<file path="config.mk">
export PLATFORM = sky130hd
export DESIGN_NAME = scu_bac_master
export DESIGN_NICKNAME = d
export VERILOG_FILES = /design/src/rtl/scu_bac_pkg.sv /design/src/rtl/scu_bac_master.sv
export SDC_FILE = /design/constraint.sdc
export NUM_CORES = 1
export LEC_CHECK = 0
export CORE_UTILIZATION = 30
export CTS_CLUSTER_DIAMETER = 120
export DETAILED_ROUTE_END_ITERATION = 10
export GPL_TIMING_DRIVEN = 0
export SLEW_MARGIN = 10
export SYNTH_ARGS = -nofsm -noshare
export SYNTH_HDL_FRONTEND = slang
export SYNTH_SLANG_ARGS = --single-unit
</file>
<file path="constraint.sdc">
create_clock -name clk_i -period 3.6 [get_ports clk_i]
set_input_delay 0.36 -clock clk_i [delete_from_list [all_inputs] [get_ports clk_i]]
set_output_delay 0.36 -clock clk_i [all_outputs]
set_load 0.05 [all_outputs]
</file>
<file path="src/rtl/scu_bac_pkg.sv">
// scu_bac_pkg: shared types and response codes for the SCU BAC initiator.
// Used by scu_bac_master and any BAC-facing helpers.
package scu_bac_pkg;

  localparam int BAC_ADDR_W = 12;
  localparam int BAC_RSP_W  = 2;

  typedef enum logic [1:0] {
    IDLE   = 2'd0,
    ACCESS = 2'd1,
    RESP   = 2'd2
  } bac_mst_state_e;

  localparam logic [1:0] BAC_RSP_OK      = 2'b00;
  localparam logic [1:0] BAC_RSP_SLVERR  = 2'b01;
  localparam logic [1:0] BAC_RSP_DECERR  = 2'b10;
  localparam logic [1:0] BAC_RSP_TIMEOUT = 2'b11;

  typedef struct packed {
    logic                  wr;
    logic [BAC_ADDR_W-1:0] address;
    logic [31:0]           write_data;
    logic [3:0]            byte_en;
  } bac_req_t;

endpackage

</file>
<file path="src/rtl/scu_bac_master.sv">
// scu_bac_master: single-transaction BAC initiator, valid/ready in and out.
// Define SCU_BAC_MASTER_TIMEOUT_EN to abort stalled accesses with code 2'b11.
module scu_bac_master
  import scu_bac_pkg::*;
#(
  parameter int p_bac_reg_offset_address_width = BAC_ADDR_W,
  parameter int p_response_width               = BAC_RSP_W,
  parameter int p_timeout_cycles               = 256
) (
  input  logic                                      clk_i,
  input  logic                                      rst_n_i,
  input  logic                                      req_valid_i,
  output logic                                      req_ready_o,
  input  logic                                      req_wr_i,
  input  logic [p_bac_reg_offset_address_width-1:0] req_address_i,
  input  logic [31:0]                               req_write_data_i,
  input  logic [3:0]                                req_byte_en_i,
  output logic                                      rsp_valid_o,
  input  logic                                      rsp_ready_i,
  output logic [31:0]                               rsp_read_data_o,
  output logic [p_response_width-1:0]               rsp_response_o,
  output logic                                      bac_csb_o,
  output logic                                      bac_wr_o,
  output logic [p_bac_reg_offset_address_width-1:0] bac_address_o,
  output logic [31:0]                               bac_write_data_o,
  output logic [3:0]                                bac_byte_en_o,
  input  logic [31:0]                               bac_read_data_i,
  input  logic                                      bac_ready_i,
  input  logic [p_response_width-1:0]               bac_response_i
);

  if (p_timeout_cycles < 2) begin : g_bad_tmo
    $error("p_timeout_cycles must be at least 2");
  end

  bac_mst_state_e state_q, state_d;
  logic           tmo_hit;
  logic           access_done;

`ifdef SCU_BAC_MASTER_TIMEOUT_EN
  localparam int CW = $clog2(p_timeout_cycles);

  logic [CW-1:0] tmo_cnt_q;

  // Held at zero outside ACCESS so every access starts counting from 0.
  always_ff @(posedge clk_i or negedge rst_n_i) begin
    if (!rst_n_i) begin
      tmo_cnt_q <= '0;
    end else if (state_q != ACCESS) begin
      tmo_cnt_q <= '0;
    end else begin
      tmo_cnt_q <= tmo_cnt_q + 1'b1;
    end
  end

  assign tmo_hit = (state_q == ACCESS) && !bac_ready_i &&
                   (tmo_cnt_q == CW'(p_timeout_cycles - 1));
`else
  assign tmo_hit = 1'b0;
`endif

  assign access_done = (state_q == ACCESS) && (bac_ready_i || tmo_hit);

  always_ff @(posedge clk_i or negedge rst_n_i) begin
    if (!rst_n_i) begin
      state_q <= IDLE;
    end else begin
      state_q <= state_d;
    end
  end

  always_comb begin
    state_d = state_q;
    unique case (state_q)
      IDLE:    if (req_valid_i) state_d = ACCESS;
      ACCESS:  if (access_done) state_d = RESP;
      RESP:    if (rsp_ready_i) state_d = IDLE;
      default: state_d = IDLE;
    endcase
  end

  // Handshake and chip-select flops follow the next state.
  always_ff @(posedge clk_i or negedge rst_n_i) begin
    if (!rst_n_i) begin
      req_ready_o <= 1'b1;
      rsp_valid_o <= 1'b0;
      bac_csb_o   <= 1'b1;
    end else begin
      req_ready_o <= (state_d == IDLE);
      rsp_valid_o <= (state_d == RESP);
      bac_csb_o   <= (state_d != ACCESS);
    end
  end

  always_ff @(posedge clk_i or negedge rst_n_i) begin
    if (!rst_n_i) begin
      bac_wr_o         <= 1'b0;
      bac_address_o    <= '0;
      bac_write_data_o <= '0;
      bac_byte_en_o    <= '0;
      rsp_read_data_o  <= '0;
      rsp_response_o   <= '0;
    end else begin
      if (state_q == IDLE && req_valid_i) begin
        bac_wr_o         <= req_wr_i;
        bac_address_o    <= req_address_i;
        bac_write_data_o <= req_write_data_i;
        bac_byte_en_o    <= req_byte_en_i;
      end
      if (access_done) begin
        bac_wr_o      <= 1'b0;
        bac_byte_en_o <= '0;
        if (bac_ready_i) begin
          rsp_read_data_o <= bac_wr_o ? 32'h0 : bac_read_data_i;
          rsp_response_o  <= bac_response_i;
        end else begin
          rsp_read_data_o <= 32'h0;
          rsp_response_o  <= p_response_width'(BAC_RSP_TIMEOUT);
        end
      end
    end
  end

endmodule

</file>
* Yosys cells after proc, flatten, opt, wreduce, memory -nomap -nowiden *
Cells that the tools add are included.

word-level totals
  word-level logic and storage cells = 30
  bits of input ports = 88
  bits in registers = 88

cells by class
  muxes and demuxes = 11
  reduce and logical (&&, ||, !) cells = 5
  equal/unequal tests = 4

operator list
  operator                                               count
  2-to-1 mux 32 bit                                      2
  2-to-1 mux 2 bit                                       4
  2-to-1 mux 4 bit                                       2
  case mux 2 bit (3 select lines)                        1
  equality test 2 bit, second input constant             2
  logical NOT 2 bit                                      2
  equality test 2 x 1 -> 1 bit, second input constant    1
  logical AND 1 bit                                      2
  2-to-1 mux 1 bit                                       2
  inequality test 2 x 1 -> 1 bit, second input constant  1
  nonzero test 2 bit                                     1

* Depth between registers and ports, before layout *
  word-level depth = 5
  gate-level depth with buffers = 5
  depth with buffers taken out = 3

* Least setup slack after synthesis *
OpenSTA, ideal clock, no wires.

  kind = reg2reg
  start = register state_q[1]
  end = register bac_address_o[0]
  buffers on the path = 2
  period minus slack after synthesis = 1.438 ns
  stages on the path, launching flop included = 6
  arrival = 1.313 ns
  slack = 2.162 ns
  library setup time = 0.125 ns
  path through = dfrtp_1 nor2b_4 nor2b_4 buf_12 buf_12 mux2_4

on the way
  word-level cells in the longest chain between the ends = 2

ends and longest elaborated chain
  element                   RTL line               RTL
  start: declaration        scu_bac_master.sv:36   bac_mst_state_e state_q, state_d;
  start signal: assignment  scu_bac_master.sv:68   state_q <= state_d;
  logical NOT 2 bit         scu_bac_master.sv:104  if (state_q == IDLE && req_valid_i) begin
  logical AND 1 bit         scu_bac_master.sv:104
  end signal: assignment    scu_bac_master.sv:106  bac_address_o <= req_address_i;
  end: declaration          scu_bac_master.sv:24   output logic [p_bac_reg_offset_address_width-1:0] bac_address_o,

No other way between the ends.
A chain may end at the register's enable or synchronous reset.

* Worst setup path in the final report *
  start = register bac_wr_o
  end = output bac_wr_o

RTL lines
  element                   RTL line               RTL
  start: declaration        scu_bac_master.sv:23   output logic bac_wr_o,
  start signal: assignment  scu_bac_master.sv:105  bac_wr_o <= req_wr_i;

No word-level cell between the ends.

==> metrics.sh <==
OUTCOME='complete, no violations'
TOTALPOWERFINAL_uW=6420
SYNTH_SIMPLE_GATE_AREA_SHARE_PCT=11.8
SYNTHESIS.NETS=363
CTS_SETUP_BUFFERS=0
SYNTH-COMPOUND-AREA-SHARE_PCT=6.59
CTS-BUFFERS-INSERTED=9
DETAIL_ROUTE.FIRST_PASS.ITERATIONS=4
R2R.WORST_PATH.CELLS=5
POWER_FRAC_SEQ_PCT=26.8
CP_SLOWEST_STAGE_DELAY_NS=0.86
POWER.SHARE.COMBINATIONAL_PCT=59.2
GRT_FIRST_PASS_WIRELENGTH_UM=14800
ANTENNA_CELLS=0
INITIALDRTVIOLATIONCOUNT=102
WORST_R2R_STARTPOINT='state_q[1]'
ROUTED-VIA-COUNT=2665
YS_TOP_CELLS_BY_AREA='sky130_fd_sc_hd__dfrtp_1, sky130_fd_sc_hd__mux2_4, sky130_fd_sc_hd__nand2b_1'
FMAX_GHz=0.488
YOSYS.AREA_SHARE.XOR_XNOR_PCT=0
SYNTH_LARGEST_TYPE_AREA_FRACTION_PCT=58.1
GRT_ANTENNA_BEFORE_REPAIR=0
DIE_WIDTH_UM=113
NUMBER_OF_I_O_PINS=174
CTS-RESIZED-GATES=0
CTS_NUM_SINKS=88
DOMINANTREGCELLSYNTH='sky130_fd_sc_hd__dfrtp_1'
NETS=548
GLOBAL_ROUTE.OVERFLOW_TOTAL=0
MAPPEDNETLISTAREA_SQ_UM=3700
CORE_AREA_SQ_UM=12000
SYNTH-SEQ-AREA-SHARE_PCT=59.5
CELLLEAKAGEPOWER_uW=0.00258
CLKLATENCYLATEPIN_NS=0.33
SYN_INST=275
IO_BUFFERS=173
SLEW_VIOLATIONS=0
POWER.INTERNAL_uW=3490
SYNTH.MOST_COMMON_CELL='sky130_fd_sc_hd__dfrtp_1'
PLACE.GP.CONGESTION=0.710
CRITICAL_PATH_BUF_INV_COUNT=1
START_UTIL_PCT=30.8
WORST_EP_REQUIRED_TIME_NS=3.24
FINAL_MIN_PERIOD_OVER_CLOCK_PERIOD_PCT=57.0
FINAL.FILL_COUNT=1120
SYNTHARSTFLOPSHARE_PCT=100
GRT_MAX_DEGREE=50
WORST_EP_ARRIVAL_TIME_NS=1.69
TIMING.SLEW.HEADROOM_PCT=62.8
CLOCKROOTBUFFER='sky130_fd_sc_hd__clkbuf_16'
SETUP.WORST_PATH.END_CLASS='primary output'
DRV_CAP=0
CRITICAL_PATH.REG2REG.ENDPOINT='bac_write_data_o[12]'
DRC=0
REPORT.FINAL.SETUP_VIOL=0
SYNTH_LARGEST_AREA_CELL='sky130_fd_sc_hd__dfrtp_1'
UNIQUE_MASTERS_POST_SYNTH=20
ANT_NETS=0
CLOCK_PIN_SLEW_REPORTED_FOR_THE_WORST_SETUP_AND_HOLD_PATHS_AFTER_CLOCK_TREE_SYNTHESIS_NS=0.06
FRACTION_OF_THE_MAPPED_NETLIST_AREA_IN_ADDER_CELLS_PCT=0
ROWS=40
WORSTMARGINPINSLEW_NS=0.558
LAYOUT_MIN_CYCLE_TIME_NS=2.05
RRSETUPSLACK_NS=2.01
CLK_PATH_BUF_DEPTH=2
MET1_LENGTH_UM=4380
FINISH.INSTANCE_AREA_SQ_UM=5930
FINALCLOCKSKEW_NS=0.00338
GRT_PASS1_VIAS=2809
DETAILROUTE.WIRELENGTH.MET3_UM=525
PLACE_INST=596
CTS.HOLD.BUFFERS_ADDED=0
FINAL_CORE_UTIL_PCT=49.4
HTREEDEPTH=3
CRIT_PATH_MAX_FANOUT=8
YOSYSWARNINGCOUNT=0
FLOW.AREA_GROWTH_FROM_SYNTHESIS_PCT=60.1
MAXUSEDROUTINGLAYER='met4'
DETAILED_ROUTE_WIRE_LENGTH_PER_CELL_UM=15.1
GRT.TOTAL_USAGE_PCT=15.2
CLKPWRFRAC_PCT=14.0
SYNTH_TOP_FAMILY_BY_AREA='multiplexers'
TIMING.CRITICAL_PATH.SLOWEST_STAGE_CELL='sky130_fd_sc_hd__clkdlybuf4s50_1'
POST_DRT_VIA_CELL_RATIO=4.35
SYNTH_COMMON_CELLS='sky130_fd_sc_hd__dfrtp_1, sky130_fd_sc_hd__mux2_4, sky130_fd_sc_hd__nand2_1, sky130_fd_sc_hd__nand2b_1, sky130_fd_sc_hd__o21ai_0'
YS_FF_LATCH=88
PLACE_AREA_SQ_UM=5650
WORST_SETUP_PATH_CATEGORY='flip-flop to primary output'
HOLD-WORST-SLACK_NS=0.00162
TRITONCTS='built'
MAX-VDD-IR-DROP_uV=457
CRITICAL_PATH.TOP_DELAY_FAMILY='buffers and inverters'
STARTPOINT_TYPE='flip-flop'
CRITICAL_PATH.CELL_CHAIN='clkdlybuf4s50_1'
SETUP_REPAIR_AFTER_GLOBAL_ROUTING_MISSED_ITS_MARGIN='false'
P_PER_AREA_nW_PER_UM2=1080
SWITCHING_POWER_uW=2940
FINALHOLDVIOLCOUNT=0
MET2_ROUTED_LENGTH_UM=4220
DRIVE_GT1_SHARE_PCT=17.2
POSTSYNTHAREAPERCELL_SQ_UM=13.5
FP.DIEAREA_SQ_UM=12800
ROUTE.FINAL.WIRE_LENGTH_UM=9260
HALF_PERIMETER_WIRE_LENGTH_AFTER_PLACEMENT_UM=6680
POST_SYNTH_MUX_AREA_SHARE_PCT=18.0
MIN_PATH_TYPE='input port to asynchronous set/reset pin'
INSTANCES_NO_FILL=612
SWITCHING_SHARE_PCT=45.7
SYNTH_EDF_COUNT=0
DIEHEIGHT_UM=113
[state kept, by name (all words and copies together), names as in the netlist]
name              cells
bac_address_o        12
bac_byte_en_o         4
bac_csb_o             1
bac_wr_o              1
bac_write_data_o     32
req_ready_o           1
rsp_read_data_o      32
rsp_response_o        2
rsp_valid_o           1
state_q               2
[metrics by stage]
step	TNS [ns]	setup WS, ns
after floorplan	0	2.16
after global placement	-96.83	-1.13
after detailed placement	0	1.42
after CTS	0	1.52
after global routing	0	1.50
final	0	1.55
[worst max path at each step]
stage | from | end | slack, ns | cells past startpoint
after floorplan | state_q[1] | bac_address_o[0] | 2.16 | 5
after global placement | rst_n_i | bac_byte_en_o[2] | -1.13 | 1
after detailed placement | req_valid_i | bac_write_data_o[19] | 1.42 | 6
after CTS | bac_wr_o | bac_wr_o | 1.52 | 1
after global routing | bac_wr_o | bac_wr_o | 1.50 | 1
final | bac_wr_o | bac_wr_o | 1.55 | 1
[routing by layer]
layer  up-vias  track usage (%)
met5         -                0
li1       1292                -
met4         0             6.32
met3        10             3.75
met1      1265             20.0
met2        98             23.8
[cell usage in the layout (no fill, tap or decap), types with 3 or more instances in the layout]
cell type / instances
sky130_fd_sc_hd__a21oi_1: 5
sky130_fd_sc_hd__and2b_2: 5
sky130_fd_sc_hd__buf_12: 5
sky130_fd_sc_hd__buf_2: 4
sky130_fd_sc_hd__clkbuf_1: 9
sky130_fd_sc_hd__clkbuf_16: 9
sky130_fd_sc_hd__clkbuf_8: 3
sky130_fd_sc_hd__clkdlybuf4s50_1: 172
sky130_fd_sc_hd__dfrtp_1: 86
sky130_fd_sc_hd__mux2_2: 6
sky130_fd_sc_hd__mux2_4: 40
sky130_fd_sc_hd__nand2_1: 35
sky130_fd_sc_hd__nand2b_1: 34
sky130_fd_sc_hd__o21ai_0: 32
sky130_fd_sc_hd__o2bb2ai_1: 5
[logic make-up after synthesis]
logic type | count (synthesis)
muxes | 46
buffers and inverters | 17
AOI/OAI and AO/OA | 44
and+or+nand+nor | 80
DFF | 88
[power by group through the flow]
stage	Combinational, uW	Clock [uW]	Sequential [uW]
after floorplan	973	0	3320
after global placement	3800	0	1730
after detailed placement	3830	0	1740
after CTS	3840	928	1730
after global routing	3980	971	1790
final	3800	898	1720
[layout make-up]
type	instances	area (sq um)	share of cell area, %
multi-input combinational	170	1350	22.8
clock inverter	2	12.5	0.211
clock buffer	14	274	4.62
buffer	16	146	2.47
tap	147	184	3.10
sequential	88	2200	37.2
inverter	1	3.75	0.0633
timing repair buffer	174	1760	29.6
(Power assumes the default switching activity.)
